<file path="src/rtl/i2c_codec_target_if.sv">
// Bus bundle for the I2C codec target: SCL/SDA in, ACK drive and register-write strobe out.
interface i2c_codec_target_if;
    logic       i2c_clk;
    logic       i2c_dat;
    logic       i2c_dat_oe;
    logic       wr_valid;
    logic [6:0] wr_addr;
    logic [8:0] wr_data;
    logic       busy;
    logic       nack_pulse;

    modport master (
        output i2c_clk, i2c_dat,
        input  i2c_dat_oe, wr_valid, wr_addr, wr_data, busy, nack_pulse
    );

    modport slave (
        input  i2c_clk, i2c_dat,
        output i2c_dat_oe, wr_valid, wr_addr, wr_data, busy, nack_pulse
    );
endinterface

</file>
<file path="src/rtl/i2c_codec_target.sv">
// Write-only I2C target decoding 3-byte codec frames {dev,w}, {reg[6:0],d[8]}, d[7:0]
// into one register-write strobe per frame; ACKs only frames addressed to DEV_ADDR.
module i2c_codec_target #(
    parameter logic [6:0] DEV_ADDR    = 7'h1A,
    parameter int         SYNC_STAGES = 2
) (
    input  logic                  clk,
    input  logic                  reset,
    i2c_codec_target_if.slave     bus
);

    typedef enum logic [2:0] {
        S_IDLE, S_ADDR, S_ACK_A, S_BYTE1, S_ACK_1, S_BYTE2, S_ACK_2, S_IGNORE
    } state_t;

    logic [SYNC_STAGES-1:0] r_scl_sync, r_sda_sync;
    logic                   r_scl_prev, r_sda_prev;

    state_t     r_state;
    logic [3:0] r_cnt;
    logic [7:0] r_shift;
    logic [7:0] r_byte1;
    logic       r_over;
    logic       r_oe, r_wr_valid, r_busy, r_nack;
    logic [6:0] r_wr_addr;
    logic [8:0] r_wr_data;

    logic       w_scl, w_sda, w_start, w_stop, w_rise, w_fall, w_last_bit;
    logic [7:0] w_byte;

    // Synchronizers reset to 1 so a released bus produces no spurious edge.
    always_ff @(posedge clk or negedge reset) begin
        if (!reset) begin
            r_scl_sync <= '1;
            r_sda_sync <= '1;
            r_scl_prev <= 1'b1;
            r_sda_prev <= 1'b1;
        end else begin
            r_scl_sync <= {r_scl_sync[SYNC_STAGES-2:0], bus.i2c_clk};
            r_sda_sync <= {r_sda_sync[SYNC_STAGES-2:0], bus.i2c_dat};
            r_scl_prev <= r_scl_sync[SYNC_STAGES-1];
            r_sda_prev <= r_sda_sync[SYNC_STAGES-1];
        end
    end

    assign w_scl      = r_scl_sync[SYNC_STAGES-1];
    assign w_sda      = r_sda_sync[SYNC_STAGES-1];
    assign w_start    = w_scl & r_scl_prev & r_sda_prev & ~w_sda;
    assign w_stop     = w_scl & r_scl_prev & ~r_sda_prev & w_sda;
    assign w_rise     = w_scl & ~r_scl_prev;
    assign w_fall     = ~w_scl & r_scl_prev;
    assign w_last_bit = w_rise && (r_cnt == 4'd7);
    assign w_byte     = {r_shift[6:0], w_sda};

    always_ff @(posedge clk or negedge reset) begin
        if (!reset) begin
            r_state    <= S_IDLE;
            r_cnt      <= 4'd0;
            r_shift    <= 8'd0;
            r_byte1    <= 8'd0;
            r_over     <= 1'b0;
            r_oe       <= 1'b0;
            r_wr_valid <= 1'b0;
            r_busy     <= 1'b0;
            r_nack     <= 1'b0;
            r_wr_addr  <= 7'd0;
            r_wr_data  <= 9'd0;
        end else begin
            r_wr_valid <= 1'b0;
            r_nack     <= 1'b0;
            // Bus conditions win over bit sampling in the same cycle.
            if (w_start) begin
                r_state <= S_ADDR;
                r_cnt   <= 4'd0;
                r_oe    <= 1'b0;
                r_busy  <= 1'b1;
                r_over  <= 1'b0;
            end else if (w_stop) begin
                r_state <= S_IDLE;
                r_cnt   <= 4'd0;
                r_oe    <= 1'b0;
                r_busy  <= 1'b0;
                r_over  <= 1'b0;
            end else begin
                case (r_state)
                    S_ADDR, S_BYTE1, S_BYTE2: begin
                        if (w_rise) begin
                            r_shift <= w_byte;
                            r_cnt   <= w_last_bit ? 4'd0 : r_cnt + 4'd1;
                        end
                        if (w_last_bit) begin
                            if (r_state == S_ADDR) begin
                                if (w_byte == {DEV_ADDR, 1'b0}) begin
                                    r_state <= S_ACK_A;
                                end else begin
                                    r_nack  <= 1'b1;
                                    r_state <= S_IGNORE;
                                end
                            end else if (r_state == S_BYTE1) begin
                                r_state <= S_ACK_1;
                            end else begin
                                r_wr_valid <= 1'b1;
                                r_wr_addr  <= r_byte1[7:1];
                                r_wr_data  <= {r_byte1[0], w_byte};
                                r_state    <= S_ACK_2;
                            end
                        end
                    end
                    S_ACK_A, S_ACK_1, S_ACK_2: begin
                        // First SCL fall starts the ACK, the second one ends it.
                        if (w_fall) begin
                            if (!r_oe) begin
                                r_oe <= 1'b1;
                                if (r_state == S_ACK_1) r_byte1 <= r_shift;
                            end else begin
                                r_oe  <= 1'b0;
                                r_cnt <= 4'd0;
                                case (r_state)
                                    S_ACK_A: r_state <= S_BYTE1;
                                    S_ACK_1: r_state <= S_BYTE2;
                                    default: begin
                                        r_state <= S_IGNORE;
                                        r_over  <= 1'b1;
                                    end
                                endcase
                            end
                        end
                    end
                    S_IGNORE: begin
                        // Count 9-bit byte slots so bytes past the frame get a NACK strobe.
                        if (w_rise) begin
                            r_cnt <= (r_cnt == 4'd8) ? 4'd0 : r_cnt + 4'd1;
                            if (r_over && r_cnt == 4'd7) r_nack <= 1'b1;
                        end
                    end
                    default: begin
                        r_cnt <= 4'd0;
                        r_oe  <= 1'b0;
                    end
                endcase
            end
        end
    end

    assign bus.i2c_dat_oe = r_oe;
    assign bus.wr_valid   = r_wr_valid;
    assign bus.wr_addr    = r_wr_addr;
    assign bus.wr_data    = r_wr_data;
    assign bus.busy       = r_busy;
    assign bus.nack_pulse = r_nack;

endmodule

</file>
<file path="src/flat_wrapper.sv">
// flat-port wrapper written by rule: the top's interface ports become plain ports
module i2c_codec_target_flat 
#(
    parameter logic [6:0] DEV_ADDR    = 7'h1A,
    parameter int         SYNC_STAGES = 2
)
  (clk, reset, bus_i2c_clk, bus_i2c_dat, bus_i2c_dat_oe, bus_wr_valid, bus_wr_addr, bus_wr_data, bus_busy, bus_nack_pulse);
  i2c_codec_target_if bus_i ();
  input  logic clk;
  input  logic reset;
  input wire logic [$bits(bus_i.i2c_clk)-1:0] bus_i2c_clk;
  input wire logic [$bits(bus_i.i2c_dat)-1:0] bus_i2c_dat;
  output wire logic [$bits(bus_i.i2c_dat_oe)-1:0] bus_i2c_dat_oe;
  output wire logic [$bits(bus_i.wr_valid)-1:0] bus_wr_valid;
  output wire logic [$bits(bus_i.wr_addr)-1:0] bus_wr_addr;
  output wire logic [$bits(bus_i.wr_data)-1:0] bus_wr_data;
  output wire logic [$bits(bus_i.busy)-1:0] bus_busy;
  output wire logic [$bits(bus_i.nack_pulse)-1:0] bus_nack_pulse;
  assign bus_i.i2c_clk = bus_i2c_clk;
  assign bus_i.i2c_dat = bus_i2c_dat;
  assign bus_i2c_dat_oe = bus_i.i2c_dat_oe;
  assign bus_wr_valid = bus_i.wr_valid;
  assign bus_wr_addr = bus_i.wr_addr;
  assign bus_wr_data = bus_i.wr_data;
  assign bus_busy = bus_i.busy;
  assign bus_nack_pulse = bus_i.nack_pulse;
  i2c_codec_target #(.DEV_ADDR(DEV_ADDR), .SYNC_STAGES(SYNC_STAGES)) u_core (.clk(clk), .reset(reset), .bus(bus_i));
endmodule
</file>
<file path="config.mk">
export PLATFORM = sky130hd
export DESIGN_NAME = i2c_codec_target_flat
export DESIGN_NICKNAME = d
export VERILOG_FILES = /design/src/rtl/i2c_codec_target_if.sv /design/src/rtl/i2c_codec_target.sv /design/src/flat_wrapper.sv
export SDC_FILE = /design/constraint.sdc
export NUM_CORES = 1
export LEC_CHECK = 0
export CELL_PAD_IN_SITES_DETAIL_PLACEMENT = 0
export CELL_PAD_IN_SITES_GLOBAL_PLACEMENT = 1
export CORE_UTILIZATION = 45
export DETAILED_ROUTE_END_ITERATION = 8
export PLACE_DENSITY = 0.75
export SLEW_MARGIN = 20
export SYNTH_ARGS = -nofsm -noshare
export SYNTH_HDL_FRONTEND = slang
export SYNTH_SLANG_ARGS = --single-unit
export TNS_END_PERCENT = 5
</file>
<file path="constraint.sdc">
create_clock -name clk -period 2.4 [get_ports clk]
set_input_delay 0.48 -clock clk [delete_from_list [all_inputs] [get_ports clk]]
set_output_delay 0.48 -clock clk [all_outputs]
set_load 0.005 [all_outputs]
</file>
==> results_dict.tcl <==
set metrics [dict create \
    p_int_mw 1.353 \
    cts_hold_buf 0 \
    relSlewSlack_pct 71.73 \
    grt_pass1_vias 1210 \
    vdd_drop_max_mv 0.4368 \
    worstPathMaxFanout 8 \
    dr_total_vias 1267 \
    min_period_ns 1.977 \
    hold_viol_final 0 \
    placed_cells 227 \
    clk_pin_slew_worst_paths_ns 0.09 \
    clockBufferDepth 2 \
    violations "DRC" \
    fill_cells 362 \
    cts-root-buf "clkbuf_8" \
    clk_latency_ns 0.30 \
    power_frac_seq_pct 57.1 \
    num_antenna_cells 0 \
    critPathCaptureType "flip-flop" \
    wire_per_inst_um 15.34 \
    synth_top_area_share_pct 51.98 \
    layoutNonFillerInstCount 235 \
    grt_max_degree 51 \
    crit_path_start_kind "flip-flop" \
    critPathMaxStageDelay_ns 0.60 \
    pwr_density_cell_nw_per_um2 720.7 \
    grt_setup_unrepaired "false" \
    viasPerCell 5.391 \
    yosys.area.top_type "dfrtp_1" \
    clkPwrFrac_pct 32.4 \
    netlist_area_um2 2118 \
    fin_crit_sh_pct 82.36 \
    synthTopCellsByArea "dfrtp_1, mux2_2, dfstp_2, mux2_4, nor2_1" \
    multi_input_area_um2 804.5 \
    yosysSeqAreaShare_pct 59.42 \
    cts_inserted_buffers 5 \
    worst_slew_pin_slew_ns 0.4228 \
    cts_tree "yes" \
    clock.fmax_mhz 505.9 \
    syn_inst 153 \
    cap_violations 0 \
    holdWs_ns 0.1506 \
    grt_pass1_wl_um 6058 \
    antenna_found_initial 0 \
    regArea_um2 1259 \
    min_path_type "input port to asynchronous set/reset pin" \
    path_cells "nor3b_1 -> nor2b_1 -> nand3b_1 -> mux2_2" \
    layout.nets 188 \
    start_util_pct 47.66 \
    slew_violations 0 \
    gr-total-overflow 0 \
    cts_resized 0 \
    ys.warnings.count 0 \
    area_growth_pct 18.96 \
    worstSetupPathType "flip-flop to flip-flop" \
    ios 24 \
    final_antenna_net_count 0 \
    port-buffer-count 23 \
    place_congestion 0.9121 \
    first_pass_iters 6 \
    synth.net_count 159 \
    syn_avg_cell_area_um2 13.84 \
    drc 9 \
    hpwlAfterDp_um 2465 \
    cp.arrival_ns 2.16 \
    p_comb_share_pct 10.4 \
    die_y_um 70.61 \
    die-area_um2 4986 \
    tns_ns 0 \
    num_rows 24 \
    status "complete, but fails checks" \
    core_um2 4444 \
    synthDistinctLibCells 39 \
    cp_num_buf_inv 0 \
    required_ns 2.59 \
    drive_above_1_share_pct 30.60 \
    power_leakage_nw 1.155 \
    stdcell_area_um2 2520 \
    track_usage_pct 15.97 \
    placedInstanceArea_um2 2407 \
    power.switching_mw 0.4635 \
    cp_slowest_cell "dfstp_2" \
    h-tree-depth 2 \
    switching_share_pct 25.52 \
    setup_violations 0 \
    routed_wirelength_um 3605 \
    fin_skew_ns 0.005572 \
    die_x_um 70.61 \
    drtIter0Drc 90 \
    cts_sinks 50 \
    ys_ff_latch 50 \
    cpLargestDelayFamily "simple AND/OR/NAND/NOR gates" \
    post_cts_buffers 0 \
]
[cell families (layout without fill, tap and decap cells)]
group,count (synthesis),after routing,share of synthesized area (%)
simple gates,39,39,11.16
fa+ha+maj,2,2,1.181
flops,50,50,59.42
buf+inv,9,39,2.599
compound gates,18,18,5.671
mux,33,33,19.14
xor+xnor,2,2,0.8271
[path summary, 6_finish.rpt]
kind	startpoint	to	slack (ns)	cells after the start
setup / recovery	u_core.r_scl_prev	u_core.r_byte1[2]	0.42	4
hold / removal	reset	u_core.bus.wr_data[6]	0.15	2
setup reg to reg	u_core.r_scl_prev	u_core.r_byte1[2]	0.42	4
hold reg to reg	u_core.r_sda_sync[0]	u_core.r_sda_sync[1]	0.36	0
max in group asynchronous	reset	u_core.r_scl_prev	1.97	2
min in group clk	u_core.r_sda_sync[0]	u_core.r_sda_sync[1]	0.36	0
[synthesized netlist by cell type (all sizes together)]
cell type / number
and2: 1
dfrtp: 44
ha: 2
a21boi: 1
nand3: 3
or2: 3
nand3b: 4
a31oi: 2
o311ai: 1
a22oi: 1
a21oi: 5
nand2: 3
inv: 5
o21ai: 2
nor4b: 1
o22ai: 1
xnor2: 2
nor3: 2
nand4: 2
clkbuf: 1
a22o: 2
buf: 3
nand4b: 1
o2111ai: 1
nand2b: 1
o221ai: 1
and3: 2
nor2b: 1
dfstp: 6
nor2: 13
a21o: 1
mux2: 33
nor3b: 2
[power by group through the flow]
| stage | Sequential [mW] | Clock (mW) | Combinational (mW) |
|---|---|---|---|
| floorplan | 1.01 | 0 | 0.146 |
| global placement | 1.05 | 0 | 0.186 |
| detailed placement | 1.05 | 0 | 0.191 |
| CTS | 1.03 | 0.610 | 0.193 |
| global route | 1.05 | 0.642 | 0.211 |
| finish | 1.04 | 0.589 | 0.190 |
[through the flow]
step | power (mW) | utilization [%] | setup slack, ns
after floorplan | 1.160 | - | 0.5604
after global placement | 1.233 | 54.17 | 0.5229
after detailed placement | 1.243 | 54.17 | 0.4726
after CTS | 1.838 | 56.70 | 0.4598
after global routing | 1.904 | 56.70 | 0.2983
final | 1.816 | 56.70 | 0.4233
[registers in the layout (all words and copies together), names as in the netlist]
register               count
u_core.bus.nack_pulse      1
u_core.r_scl_sync          2
u_core.r_scl_prev          1
u_core.bus.wr_valid        1
u_core.r_state             3
u_core.r_byte1             8
u_core.r_shift             8
u_core.bus.wr_addr         7
u_core.bus.i2c_dat_oe      1
u_core.r_over              1
u_core.r_cnt               4
u_core.r_sda_prev          1
u_core.bus.busy            1
u_core.bus.wr_data         9
u_core.r_sda_sync          2
[final cells by class]
cell class                 instances  share of cell area, %
multi-input combinational         94                  31.93
inverter                           5                 0.7448
clock inverter                     3                  1.738
tap                               52                  2.582
timing repair buffer              26                  10.33
clock buffer                       5                  2.731
sequential                        50                  49.95
[routing by layer]
| layer | global-route usage (%) | vias up | wire (um) | share of wire, % |
|---|---|---|---|---|
| met3 | 4.558 | 5 | 154 | 4.3 |
| met5 | 0 | - | 0 | 0 |
| met4 | 4.667 | 0 | 48 | 1.3 |
| met2 | 24.16 | 32 | 1594 | 44 |
| li1 | - | 605 | - | - |
| met1 | 22.73 | 625 | 1808 | 50 |
[cells in the final DEF, fill, tap and decap left out, types with 2 or more instances in the layout]
cell,count
dfrtp_1,44
mux2_2,24
clkdlybuf4s50_1,22
nor2_1,13
mux2_4,9
dfstp_2,6
inv_1,5
a21oi_1,5
clkbuf_8,5
nand3b_1,3
nand2_1,3
nand3_1,3
nand4_1,2
xnor2_1,2
and3_1,2
or2_2,2
nor3b_1,2
o21ai_0,2
a22o_1,2
a31oi_1,2
ha_1,2
buf_4,2
Note: power is estimated with default switching activity, not from simulation.
